## config.mk

```make
export PLATFORM = sky130hd
export DESIGN_NAME = inference_scheduler_flat
export DESIGN_NICKNAME = d
export VERILOG_FILES = /design/src/rtl/inference_scheduler_pkg.sv /design/src/rtl/inference_scheduler_if.sv /design/src/rtl/inference_scheduler_rr_arbiter.sv /design/src/rtl/inference_scheduler.sv /design/src/flat_wrapper.sv
export SDC_FILE = /design/constraint.sdc
export NUM_CORES = 1
export LEC_CHECK = 0
export ABC_AREA = 0
export CORE_ASPECT_RATIO = 1.4
export CORE_MARGIN = 1.5
export CORE_UTILIZATION = 37
export DETAILED_ROUTE_END_ITERATION = 7
export GPL_ROUTABILITY_DRIVEN = 0
export PLACE_DENSITY = 0.69
export SYNTH_ARGS = -nofsm -noshare
export SYNTH_HDL_FRONTEND = slang
export SYNTH_SLANG_ARGS = --single-unit
```

## constraint.sdc

```tcl
create_clock -name clk -period 4.7 [get_ports clk]
set_input_delay 0.705 -clock clk [delete_from_list [all_inputs] [get_ports clk]]
set_output_delay 0.705 -clock clk [all_outputs]
set_load 0.01 [all_outputs]
```

## src/rtl/inference_scheduler_pkg.sv

```systemverilog
// Shared safety parameters: scheduler FSM encodings, default engine timeout,
// safety state encodings and index-width helper.
package inference_scheduler_pkg;

  localparam logic [1:0] ST_IDLE  = 2'd0;
  localparam logic [1:0] ST_ISSUE = 2'd1;
  localparam logic [1:0] ST_WAIT  = 2'd2;
  localparam logic [1:0] ST_FAULT = 2'd3;

  localparam int unsigned DEF_TIMEOUT = 32'd255;

  typedef enum logic [1:0] {
    SAFE_RUN      = 2'd0,
    SAFE_DEGRADED = 2'd1,
    SAFE_STOP     = 2'd2
  } safety_state_e;

  // Index width that stays at least one bit for single-entry vectors.
  function automatic int unsigned idx_w(input int unsigned n);
    if (n > 32'd1) begin
      return $clog2(n);
    end else begin
      return 32'd1;
    end
  endfunction

endpackage

```

## src/rtl/inference_scheduler_if.sv

```systemverilog
// Sensor-channel handshake plus engine start/done bus between the scheduler
// (master) and the channels/engine environment (slave).
interface inference_scheduler_if
  import inference_scheduler_pkg::*;
#(
  parameter int unsigned NUM_CH = 4,
  parameter int unsigned DATA_W = 16
) ();

  localparam int unsigned CH_W = idx_w(NUM_CH);

  logic [NUM_CH-1:0]        ch_valid;
  logic [NUM_CH*DATA_W-1:0] ch_data;
  logic [NUM_CH-1:0]        ch_ready;
  logic                     eng_start;
  logic [DATA_W-1:0]        eng_data;
  logic [CH_W-1:0]          eng_ch;
  logic                     eng_done;
  logic                     eng_anomaly;

  modport master (
    input  ch_valid, ch_data, eng_done, eng_anomaly,
    output ch_ready, eng_start, eng_data, eng_ch
  );

  modport slave (
    output ch_valid, ch_data, eng_done, eng_anomaly,
    input  ch_ready, eng_start, eng_data, eng_ch
  );

endinterface

```

## src/rtl/inference_scheduler_rr_arbiter.sv

```systemverilog
// Round-robin grant: one-hot to the first requester at or above ptr_i,
// wrapping around; zero when nobody requests.
module rr_arbiter
  import inference_scheduler_pkg::*;
#(
  parameter  int unsigned N = 4,
  localparam int unsigned W = idx_w(N)
) (
  input  logic [N-1:0] req_i,
  input  logic [W-1:0] ptr_i,
  output logic [N-1:0] grant_o
);

  logic         found_s;
  logic [W-1:0] idx_s;

  // Priority search starting at the pointer.
  always_comb begin
    grant_o = '0;
    found_s = 1'b0;
    idx_s   = '0;
    for (int i = 0; i < int'(N); i++) begin
      idx_s = W'((int'(ptr_i) + i) % int'(N));
      if (!found_s && req_i[idx_s]) begin
        grant_o[idx_s] = 1'b1;
        found_s        = 1'b1;
      end else begin
        found_s = found_s;
      end
    end
  end

endmodule

```

## src/rtl/inference_scheduler.sv

```systemverilog
// Shares one inference engine among NUM_CH sensor channels round-robin,
// tracks per-channel anomaly verdicts and latches engine/scheduler faults.
module inference_scheduler
  import inference_scheduler_pkg::*;
#(
  parameter  int unsigned NUM_CH  = 4,
  parameter  int unsigned DATA_W  = 16,
  parameter  int unsigned TIMEOUT = DEF_TIMEOUT,
  localparam int unsigned CH_W    = idx_w(NUM_CH),
  localparam int unsigned CNT_W   = idx_w(TIMEOUT + 32'd1)
) (
  input  logic                       clk,
  input  logic                       rst_n,
  inference_scheduler_if.master      bus,
  output logic [NUM_CH-1:0]          anomaly_vec_o,
  output logic                       ml_anomaly_o,
  output logic                       sensor_fault_o,
  output logic [CH_W-1:0]            fault_ch_o
);

  logic [1:0]        state_q,        state_d;
  logic [CH_W-1:0]   rr_ptr_q,       rr_ptr_d;
  logic [CNT_W-1:0]  cnt_q,          cnt_d;
  logic              eng_start_q,    eng_start_d;
  logic [DATA_W-1:0] eng_data_q,     eng_data_d;
  logic [CH_W-1:0]   eng_ch_q,       eng_ch_d;
  logic [NUM_CH-1:0] anomaly_vec_q,  anomaly_vec_d;
  logic              ml_anomaly_q,   ml_anomaly_d;
  logic              sensor_fault_q, sensor_fault_d;
  logic [CH_W-1:0]   fault_ch_q,     fault_ch_d;

  logic [NUM_CH-1:0] grant_s;
  logic [CH_W-1:0]   grant_idx_s;
  logic [CNT_W-1:0]  cnt_inc_s;

  rr_arbiter #(.N(NUM_CH)) u_rr_arbiter (
    .req_i   (bus.ch_valid),
    .ptr_i   (rr_ptr_q),
    .grant_o (grant_s)
  );

  assign bus.ch_ready = (state_q == ST_IDLE) ? grant_s : '0;
  assign cnt_inc_s    = cnt_q + CNT_W'(1);

  // One-hot grant to binary channel index.
  always_comb begin
    grant_idx_s = '0;
    for (int i = 0; i < int'(NUM_CH); i++) begin
      if (grant_s[i]) begin
        grant_idx_s = CH_W'(i);
      end else begin
        grant_idx_s = grant_idx_s;
      end
    end
  end

  // Scheduler next-state and output-register update.
  always_comb begin
    state_d        = state_q;
    rr_ptr_d       = rr_ptr_q;
    cnt_d          = cnt_q;
    eng_start_d    = 1'b0;
    eng_data_d     = eng_data_q;
    eng_ch_d       = eng_ch_q;
    anomaly_vec_d  = anomaly_vec_q;
    ml_anomaly_d   = 1'b0;
    sensor_fault_d = sensor_fault_q;
    fault_ch_d     = fault_ch_q;
    case (state_q)
      ST_IDLE: begin
        // A spurious completion outranks a simultaneous transfer.
        if (bus.eng_done) begin
          state_d        = ST_FAULT;
          sensor_fault_d = 1'b1;
          fault_ch_d     = eng_ch_q;
        end else if (|grant_s) begin
          state_d     = ST_ISSUE;
          eng_start_d = 1'b1;
          eng_data_d  = bus.ch_data[int'(grant_idx_s)*int'(DATA_W) +: DATA_W];
          eng_ch_d    = grant_idx_s;
          rr_ptr_d    = (grant_idx_s == CH_W'(NUM_CH - 32'd1)) ? CH_W'(0)
                                                               : grant_idx_s + CH_W'(1);
        end else begin
          state_d = ST_IDLE;
        end
      end
      ST_ISSUE: begin
        if (bus.eng_done) begin
          state_d        = ST_FAULT;
          sensor_fault_d = 1'b1;
          fault_ch_d     = eng_ch_q;
        end else begin
          state_d = ST_WAIT;
          cnt_d   = '0;
        end
      end
      ST_WAIT: begin
        cnt_d = cnt_inc_s;
        // Completion wins even on the cycle the count reaches TIMEOUT.
        if (bus.eng_done) begin
          state_d                 = ST_IDLE;
          anomaly_vec_d[eng_ch_q] = bus.eng_anomaly;
          ml_anomaly_d            = bus.eng_anomaly;
        end else if (cnt_inc_s == CNT_W'(TIMEOUT)) begin
          state_d        = ST_FAULT;
          sensor_fault_d = 1'b1;
          fault_ch_d     = eng_ch_q;
        end else begin
          state_d = ST_WAIT;
        end
      end
      ST_FAULT: begin
        state_d = ST_FAULT;
      end
      default: begin
        state_d        = ST_FAULT;
        sensor_fault_d = 1'b1;
        fault_ch_d     = eng_ch_q;
      end
    endcase
  end

  // State registers with asynchronous reset.
  always_ff @(posedge clk or negedge rst_n) begin
    if (!rst_n) begin
      state_q        <= ST_IDLE;
      rr_ptr_q       <= '0;
      cnt_q          <= '0;
      eng_start_q    <= 1'b0;
      eng_data_q     <= '0;
      eng_ch_q       <= '0;
      anomaly_vec_q  <= '0;
      ml_anomaly_q   <= 1'b0;
      sensor_fault_q <= 1'b0;
      fault_ch_q     <= '0;
    end else begin
      state_q        <= state_d;
      rr_ptr_q       <= rr_ptr_d;
      cnt_q          <= cnt_d;
      eng_start_q    <= eng_start_d;
      eng_data_q     <= eng_data_d;
      eng_ch_q       <= eng_ch_d;
      anomaly_vec_q  <= anomaly_vec_d;
      ml_anomaly_q   <= ml_anomaly_d;
      sensor_fault_q <= sensor_fault_d;
      fault_ch_q     <= fault_ch_d;
    end
  end

  assign bus.eng_start   = eng_start_q;
  assign bus.eng_data    = eng_data_q;
  assign bus.eng_ch      = eng_ch_q;
  assign anomaly_vec_o   = anomaly_vec_q;
  assign ml_anomaly_o    = ml_anomaly_q;
  assign sensor_fault_o  = sensor_fault_q;
  assign fault_ch_o      = fault_ch_q;

endmodule

```

## src/flat_wrapper.sv

```systemverilog
// flat-port wrapper written by rule: the top's interface ports become plain ports
module inference_scheduler_flat import inference_scheduler_pkg::*;
#(
  parameter  int unsigned NUM_CH  = 4,
  parameter  int unsigned DATA_W  = 16,
  parameter  int unsigned TIMEOUT = DEF_TIMEOUT,
  localparam int unsigned CH_W    = idx_w(NUM_CH),
  localparam int unsigned CNT_W   = idx_w(TIMEOUT + 32'd1)
)
  (clk, rst_n, anomaly_vec_o, ml_anomaly_o, sensor_fault_o, fault_ch_o, bus_ch_valid, bus_ch_data, bus_eng_done, bus_eng_anomaly, bus_ch_ready, bus_eng_start, bus_eng_data, bus_eng_ch);
  inference_scheduler_if #(.NUM_CH(NUM_CH), .DATA_W(DATA_W)) bus_i ();
  input  logic clk;
  input  logic rst_n;
  output logic [NUM_CH-1:0] anomaly_vec_o;
  output logic ml_anomaly_o;
  output logic sensor_fault_o;
  output logic [CH_W-1:0] fault_ch_o;
  input wire logic [$bits(bus_i.ch_valid)-1:0] bus_ch_valid;
  input wire logic [$bits(bus_i.ch_data)-1:0] bus_ch_data;
  input wire logic [$bits(bus_i.eng_done)-1:0] bus_eng_done;
  input wire logic [$bits(bus_i.eng_anomaly)-1:0] bus_eng_anomaly;
  output wire logic [$bits(bus_i.ch_ready)-1:0] bus_ch_ready;
  output wire logic [$bits(bus_i.eng_start)-1:0] bus_eng_start;
  output wire logic [$bits(bus_i.eng_data)-1:0] bus_eng_data;
  output wire logic [$bits(bus_i.eng_ch)-1:0] bus_eng_ch;
  assign bus_i.ch_valid = bus_ch_valid;
  assign bus_i.ch_data = bus_ch_data;
  assign bus_i.eng_done = bus_eng_done;
  assign bus_i.eng_anomaly = bus_eng_anomaly;
  assign bus_ch_ready = bus_i.ch_ready;
  assign bus_eng_start = bus_i.eng_start;
  assign bus_eng_data = bus_i.eng_data;
  assign bus_eng_ch = bus_i.eng_ch;
  inference_scheduler #(.NUM_CH(NUM_CH), .DATA_W(DATA_W), .TIMEOUT(TIMEOUT)) u_core (.clk(clk), .rst_n(rst_n), .bus(bus_i), .anomaly_vec_o(anomaly_vec_o), .ml_anomaly_o(ml_anomaly_o), .sensor_fault_o(sensor_fault_o), .fault_ch_o(fault_ch_o));
endmodule
```

After elaboration in Yosys (flattened, before gate mapping)
Index checks and enable logic that the tools add are counted.
{"block": "totals", "regBits": 39, "output_inout_bits": 31}
{"block": "classes", "addsub": 5, "magnitude_cmp": 10, "eq_ne": 9, "n_shift": 1, "mux": 52, "bitwise_logic": 4, "n_reduce_logical": 20}
{"operator": "indexed part select 64 x 7 -> 16 bit", "count": 1}
{"operator": "two-way mux 1 bit", "count": 24}
{"operator": "two-way mux 4 bit", "count": 5}
{"operator": "two-way mux 2 bit", "count": 8}
{"operator": "one-hot mux 8 bit (2 select lines)", "count": 1}
{"operator": "less-than comparator 2 x 3 -> 1 bit (second input constant)", "count": 5}
{"operator": "OR 4 bit", "count": 3}
{"operator": "demux 1 bit (select 2 bit)", "count": 5}
{"operator": ">= comparator 2 x 1 -> 1 bit (second input constant)", "count": 5}
{"operator": "adder 8 x 1 -> 8 bit (second input constant)", "count": 1}
{"operator": "binary-select mux 1 bit (select 2 bit)", "count": 4}
{"operator": "== test 8 bit (second input constant)", "count": 1}
{"operator": "logical AND 1 bit", "count": 8}
{"operator": "two-way mux 8 bit", "count": 1}
{"operator": "one-hot mux 2 bit (4 select lines)", "count": 1}
{"operator": "== test 2 bit (second input constant)", "count": 3}
{"operator": "adder 2 x 1 -> 2 bit (second input constant)", "count": 2}
{"operator": "adder 2 bit (second input constant)", "count": 2}
{"operator": "bitwise mux 4 bit", "count": 1}
{"operator": "!= test 2 x 1 -> 1 bit (second input constant)", "count": 2}
{"operator": "!= test 2 bit (second input constant)", "count": 2}
{"operator": "one-hot mux 2 bit (2 select lines)", "count": 1}
{"operator": "AND reduction 2 bit", "count": 2}
{"operator": "AND reduction 4 bit", "count": 1}
{"operator": "other kinds (9)", "count": 12}

Longest topological paths before layout
Gate-level depths: netlist of run 1.
{"block": "logic_depth", "ltp_word": 17, "ltp_mapped": 11, "ltp_nobuf": 9}

Hierarchy
A second synthesis of run 1 with hierarchy kept.
{"block": "hier_totals", "hier_cells": 268, "area_unflattened_um2": 2536.2}
{"module": "inference_scheduler", "n_inst": 1, "cells_per_inst": 232, "area_each_um2": 2198.4, "seq_area_each_um2": 975.9}
{"module": "rr_arbiter", "n_inst": 1, "cells_per_inst": 36, "area_each_um2": 337.8, "seq_area_each_um2": 0.0}

Worst setup path after synthesis of run 1
No wires, ideal clock.
{"block": "synth_timing", "kind": "flip-flop to output port", "startpoint": "reg u_core.rr_ptr_q[0]", "endpoint": "out bus_ch_ready[2]", "arrival_time_ns": 2.764, "required_ns": 3.995, "slack_ns": 1.231, "stages_incl_launch_ff": 9, "path_cell_list": "dfrtp_1 -> inv_1 -> ha_1 -> mux4_2 -> nor4b_2 -> and2_1 -> nor2_1 -> clkbuf_1 -> nor3_1"}
{"block": "synth_between", "elab_chain_cells": 13, "elab_cells_between_ends": 48, "cone_classes": "3 x add/sub; 8 x order compare; 24 x mux; 3 x bitwise; 10 x reduce/logical"}
{"item": "from (decl)", "line_no": "inference_scheduler.sv:22", "source": "logic [CH_W-1:0] rr_ptr_q, rr_ptr_d;"}
{"item": "from (signal assigned)", "line_no": "inference_scheduler.sv:138", "source": "rr_ptr_q <= rr_ptr_d;"}
{"item": "branches (longest 11 deep; another with less-than comparator 2 x 3 -> 1 bit)"}
{"item": "two-way mux 4 bit (*)", "line_no": "inference_scheduler_rr_arbiter.sv:24", "source": "if (!found_s && req_i[idx_s]) begin"}
{"item": "two-way mux 4 bit (*)", "line_no": "inference_scheduler.sv:42", "source": "assign bus.ch_ready = (state_q == ST_IDLE) ? grant_s : '0;"}
{"item": "to (decl)", "line_no": "flat_wrapper.sv:22", "source": "output wire logic [$bits(bus_i.ch_ready)-1:0] bus_ch_ready;"}
Every way passes the cells marked *. The select of a mux whose other input is x is not followed.

Worst setup path in the final report of run 1
{"block": "layout_timing", "startpoint": "reg u_core.rr_ptr_q[0]", "endpoint": "out bus_ch_ready[3]"}
Same word-level chain as after synthesis.

==> impl_metrics.json, run 1 <==
{
  "status": "finished clean",
  "syn_inst": 279,
  "synth_edf_count": 0,
  "synth.area.mux_share_pct": 12.9,
  "synth_xor_area_share_pct": 1.32,
  "multiInputGateArea_um2": 1500,
  "path_cells": "inv_1 > ha_1 > mux4_2 > nor4b_4 > nand2_1 > and2_0 > nor3_1 > clkdlybuf4s50_1",
  "cap_violations": 0,
  "yosysMostFrequentCell": "dfrtp_1",
  "ys_seq_area_share_pct": 36.7,
  "crit_start": "u_core.rr_ptr_q[0]",
  "synth-compound-area-share_pct": 25.3,
  "whs_ns": 0.483,
  "antenna_found_initial": 0,
  "finalSetupViolCount": 0,
  "dieArea_um2": 7700,
  "drtPass1Iterations": 5,
  "start_util_pct": 38.3,
  "post-route-period-util_pct": 93.0,
  "grt-ovfl-total": 0,
  "vdd_drop_max_uv": 386,
  "synthAdderAreaFrac_pct": 3.77,
  "fillers": 671,
  "hold_buffers": 0,
  "start_kind": "register",
  "die_w_um": 74.6,
  "dr_total_vias": 2525,
  "grt_max_degree": 40,
  "core_area_um2": 6940,
  "reg2reg_depth": 9,
  "setup_tns_ns": 0,
  "wl_um": 7450,
  "clock-root-buffer": "clkbuf_8",
  "slew_headroom_pct": 42.2,
  "synth_area_um2": 2660,
  "endpoint_kind": "output port",
  "drtIter0Drc": 120,
  "slew_viol_final": 0,
  "ys_top_cells_by_area": "dfrtp_1 (37%), a21oi_1 (7.0%), mux2i_1 (6.4%)",
  "grt_pass1_wl_um": 12100,
  "dp.cells": 462,
  "hold_viol": 0,
  "wire_per_inst_um": 15.8,
  "post-place-ws_ns": 0.365,
  "dpl.hpwl_um": 5370,
  "cts.sinks": 39,
  "antenna_cells": 0,
  "drc": 0,
  "syn-num-nets": 359,
  "final.setup_skew_ns": 0.0102,
  "numCtsBuffers": 5,
  "clk_latency_ns": 0.29,
  "regArea_um2": 976,
  "fp.dieH_um": 103,
  "io_pins": 103,
  "critPathMaxStageDelay_ns": 0.62,
  "postRouteAntennaNets": 0,
  "yosys-top-cells-count": "dfrtp_1 (39), a21oi_1 (37), inv_1 (23), nand2_1 (18), mux2i_1 (17)",
  "static-leakage-power_nw": 1.72,
  "r2r-start": "u_core.rr_ptr_q[0]",
  "cp_max_fo": 9,
  "period_needed_ns": 4.37,
  "syn_to_final_growth_pct": 45.1,
  "final_core_util_pct": 55.6,
  "nets": 454,
  "h-tree-depth": 2,
  "synth_largest_area_cell": "dfrtp_1",
  "worstSetupEndpoint": "bus_ch_ready[3]",
  "synthSimpleGateAreaFrac_pct": 12.5,
  "yosysWarnings": 0,
  "r2r_setup_slack_ns": 0.89,
  "synth_top_family_by_area": "compound AO/OA/AOI/OAI gates",
  "drive_gt1_share_pct": 9.33,
  "final_cells": 470,
  "critPathRequiredTime_ns": 3.99,
  "port_buffers": 102,
  "powerDensity_nw_per_um2": 608,
  "cp_slowest_cell": "mux4_2",
  "post-route-worst-setup-slack_ns": 0.329,
  "grt_usage_pct": 20.3,
  "cts_tree": "yes",
  "clock_path_buffers": 2,
  "max_freq_mhz": 229,
  "rsz0062_at_grt": "false",
  "r2r_end": "u_core.bus.eng_ch[1]",
  "synth.avg_cell_area_um2": 9.52,
  "worst_pin_slew_ns": 0.867,
  "grt_pass1_vias": 2579,
  "synthArstFlopShare_pct": 100,
  "synthDistinctLibCells": 51,
  "crit_arrival_ns": 3.67,
  "viasPerCell": 5.37,
  "hp-class": "reg -> reg",
  "synth_top_area_share_pct": 36.7,
  "rows": 36,
  "ys.flop_type": "dfrtp_1",
  "clk_pin_slew_ns": 0.08,
  "synth-seq-cells": 39,
  "crit_type": "reg -> out"
}
power breakdown:
| group | switching, mW | internal [mW] | total [mW] |
|---|---|---|---|
| registers | 0.119 | 0.462 | 0.581 |
| clock network | 0.119 | 0.134 | 0.253 |
| logic | 0.794 | 0.718 | 1.51 |
| total | 1.03 | 1.31 | 2.35 |
worst min path at each step:
stage | startpoint | endpoint | slack, ns | cells past startpoint
global placement | u_core.sensor_fault_o | u_core.sensor_fault_o | 0.46 | 1
CTS | u_core.sensor_fault_o | u_core.sensor_fault_o | 0.48 | 1
global route | u_core.sensor_fault_o | u_core.sensor_fault_o | 0.51 | 1
detailed placement | u_core.sensor_fault_o | u_core.sensor_fault_o | 0.47 | 1
floorplan | rst_n | u_core.anomaly_vec_o[0] | 0.41 | 0
finish | u_core.sensor_fault_o | u_core.sensor_fault_o | 0.48 | 1
stage by stage:
stage / cell area, um2 / total power, mW
CTS: 3850 / 2.34
floorplan: 2660 / 1.56
finish: 3850 / 2.35
global route: 3850 / 2.53
detailed placement: 3740 / 2.08
global placement: 3740 / 2.06
critical path: cells and delay by family (launching register included):
family	cells	cell delay (ns)
buffers and inverters	2	0.72
adders and majority gates	1	0.36
muxes	1	0.62
and+or+nand+nor	4	1.10
DFF	1	0.56
cell families (layout without fill, tap and decap cells):
| family | Yosys count | after routing |
|---|---|---|
| simple gates | 59 | 59 |
| xor+xnor | 4 | 4 |
| mux | 28 | 28 |
| compound gates | 97 | 97 |
| buf+inv | 44 | 140 |
| fa+ha+maj | 8 | 8 |
| flops | 39 | 39 |
registers in the layout, indices dropped and copies added, names as in the netlist, 2 cells and up:
name	cells
u_core.bus.eng_data	16
u_core.state_q	2
u_core.rr_ptr_q	2
u_core.bus.eng_ch	2
u_core.cnt_q	8
u_core.fault_ch_o	2
u_core.anomaly_vec_o	4
layout by cell type (no fill, tap or decap), drive strengths merged, types with 2 or more instances in the layout:
| cell | netlist | layout |
|---|---|---|
| clkdlybuf4s50 | 0 | 101 |
| dfrtp | 39 | 39 |
| a21oi | 37 | 37 |
| inv | 24 | 24 |
| nand2 | 18 | 18 |
| mux2i | 17 | 17 |
| a211o | 16 | 16 |
| a32oi | 16 | 16 |
| o21ai | 10 | 10 |
| nor2 | 8 | 8 |
| ha | 8 | 8 |
| clkbuf | 15 | 7 |
| mux2 | 7 | 7 |
| buf | 5 | 7 |
| nor3 | 6 | 6 |
| and2 | 5 | 5 |
| mux4 | 4 | 4 |
| nor3b | 4 | 4 |
| and3 | 4 | 4 |
| xnor2 | 3 | 3 |
| a21o | 3 | 3 |
| nand3 | 3 | 3 |
| nand2b | 2 | 2 |
| nor2b | 2 | 2 |
| a31oi | 2 | 2 |
| and4 | 2 | 2 |
| o31ai | 2 | 2 |
| nor4b | 2 | 2 |
layer usage:
| layer | part of all wire [%] | wire length (um) | vias to the layer above | global-route usage (%) |
|---|---|---|---|---|
| met5 | 0 | 0 | - | 0 |
| met4 | 1.6 | 119 | 0 | 5.59 |
| met3 | 4.5 | 334 | 14 | 3.68 |
| met2 | 51 | 3800 | 68 | 36.0 |
| met1 | 43 | 3190 | 1223 | 25.0 |
| li1 | - | - | 1220 | - |
cell type report:
class	instances	share of cell area [%]
Timing Repair Buffer	108	27.5
Multi-Input combinational cell	196	39.0
Tap cell	95	3.08
Clock inverter	1	0.195
Clock buffer	7	2.50
Sequential cell	39	25.3
Inverter	24	2.40
repair_timing:
action | in CTS | in global routing
setup buffers | 0 | 0
resized for setup | 0 | 1
setup endpoints to repair | 0 | 1
endpoints found under the hold margin | 0 | 0
(Power assumes the default switching activity.)
==> run 2, diff against run 1 <==
--- a/config.mk
+++ b/config.mk
@@ -7,7 +7,7 @@
 export LEC_CHECK = 0
 export ABC_AREA = 0
 export CORE_ASPECT_RATIO = 1.4
-export CORE_MARGIN = 1.5
+export CORE_MARGIN = 2
 export CORE_UTILIZATION = 37
 export DETAILED_ROUTE_END_ITERATION = 7
 export GPL_ROUTABILITY_DRIVEN = 0
==> impl_metrics.json, run 2 (synthesis results as in run 1) <==
{
  "status": "finished clean",
  "wire_per_inst_um": 15.7,
  "powerDensity_nw_per_um2": 597,
  "slew_headroom_pct": 42.3,
  "slew_viol_final": 0,
  "hold_buffers": 0,
  "start_kind": "register",
  "cap_violations": 0,
  "critPathRequiredTime_ns": 3.99,
  "grt_pass1_wl_um": 12100,
  "max_freq_mhz": 237,
  "crit_start": "u_core.rr_ptr_q[0]",
  "die_w_um": 75.6,
  "crit_arrival_ns": 3.52,
  "final_core_util_pct": 54.8,
  "crit_type": "reg -> out",
  "drtIter0Drc": 91,
  "dieArea_um2": 7880,
  "wl_um": 7380,
  "nets": 454,
  "whs_ns": 0.484,
  "clk_latency_ns": 0.29,
  "syn_to_final_growth_pct": 43.9,
  "h-tree-depth": 2,
  "clock-root-buffer": "clkbuf_8",
  "switching_share_pct": 44.2,
  "worstSetupEndpoint": "bus_ch_ready[3]",
  "grt_usage_pct": 19.8,
  "hold_viol": 0,
  "static-leakage-power_nw": 1.70,
  "r2r_end": "u_core.bus.eng_ch[0]",
  "reg2reg_depth": 9,
  "endpoint_kind": "output port",
  "vdd_drop_max_uv": 293,
  "postRouteAntennaNets": 0,
  "port_buffers": 102,
  "grt_pass1_vias": 2538,
  "final_cell_mix": "clkdlybuf4s50_1 (101), dfrtp_1 (39), a21oi_1 (37)",
  "cp_max_fo": 9,
  "drc": 0,
  "power_switching_mw": 1.01,
  "cts_tree": "yes",
  "antenna_cells": 0,
  "cts.sinks": 39,
  "power_mw": 2.28,
  "post-place-ws_ns": 0.650,
  "p_comb_share_pct": 65.0,
  "drive_gt1_share_pct": 8.80,
  "io_pins": 103,
  "r2r_setup_slack_ns": 0.89,
  "post-route-period-util_pct": 89.8,
  "antenna_found_initial": 0,
  "grt-ovfl-total": 0,
  "start_util_pct": 38.0,
  "post-route-worst-setup-slack_ns": 0.478,
  "pwr-share-seq_pct": 25.5,
  "dr_total_vias": 2556,
  "rsz0062_at_grt": "false",
  "fillers": 644,
  "setup_tns_ns": 0,
  "hp-class": "reg -> reg",
  "cts_resized": 0,
  "finalSetupViolCount": 0,
  "cts_setup_buffers": 0,
  "fp.dieH_um": 104,
  "drtPass1Iterations": 4,
  "period_needed_ns": 4.22,
  "dpl.hpwl_um": 5410,
  "worst_pin_slew_ns": 0.865,
  "clkPwrFrac_pct": 9.5,
  "final.setup_skew_ns": 0.00629,
  "internal_power_mw": 1.27,
  "grt_max_degree": 40,
  "clk_pin_slew_ns": 0.07,
  "numCtsBuffers": 5,
  "core_area_um2": 6980,
  "rows": 36,
  "r2r-start": "u_core.rr_ptr_q[0]",
  "viasPerCell": 5.44,
  "layout_commonest_cell": "clkdlybuf4s50_1",
  "clock_path_buffers": 2,
  "largest_reg_flops": 16
}
## run 2: worst min-delay path by stage
stage | start | endpoint | slack (ns) | cells past startpoint
6_report | u_core.cnt_q[7] | u_core.cnt_q[7] | 0.48 | 2
5_1_grt | u_core.sensor_fault_o | u_core.sensor_fault_o | 0.51 | 1
4_1_cts | u_core.sensor_fault_o | u_core.sensor_fault_o | 0.49 | 1
3_5_place_dp | u_core.sensor_fault_o | u_core.sensor_fault_o | 0.47 | 1
3_3_place_gp | u_core.sensor_fault_o | u_core.sensor_fault_o | 0.46 | 1
2_1_floorplan | rst_n | u_core.anomaly_vec_o[0] | 0.41 | 0
## run 2: per-layer routing
layer	GRT usage, %	routed length (um)
met1	23.6	2950
met2	34.7	3930
met3	4.07	369
met4	6.02	123
met5	0	0
## run 2: power by group through the flow
stage | Sequential (mW) | Clock [mW] | Combinational [mW]
6_report | 0.582 | 0.217 | 1.48
4_1_cts | 0.583 | 0.225 | 1.49
3_3_place_gp | 0.583 | 0 | 1.47
5_1_grt | 0.602 | 0.237 | 1.62
3_5_place_dp | 0.585 | 0 | 1.48
2_1_floorplan | 0.599 | 0 | 0.965
## run 2: stage by stage
step / cell area, um2 / cells
3_5_place_dp: 3740 / 462
2_1_floorplan: 2660 / 279
3_3_place_gp: 3740 / 462
4_1_cts: 3820 / 470
6_report: 3820 / 470
5_1_grt: 3820 / 470
## run 2: final cells by class
cell class,instances,area (um2),share of cell area (%)
clock inverters,1,5.00,0.131
well taps,95,119,3.11
repair buffers,108,1060,27.7
clock buffers,7,76.3,2.00
flip-flops and latches,39,976,25.5
multi-input cells,196,1490,39.1
inverters,24,92.6,2.42
## run 2: critical path: stages, from the launching register on
cell             delay, ns
dfrtp_1               0.57
inv_1                 0.14
ha_1                  0.36
mux4_2                0.60
nor3b_2               0.33
a22oi_1               0.16
and2_0                0.30
nor3_1                0.19
clkdlybuf4s50_1       0.58
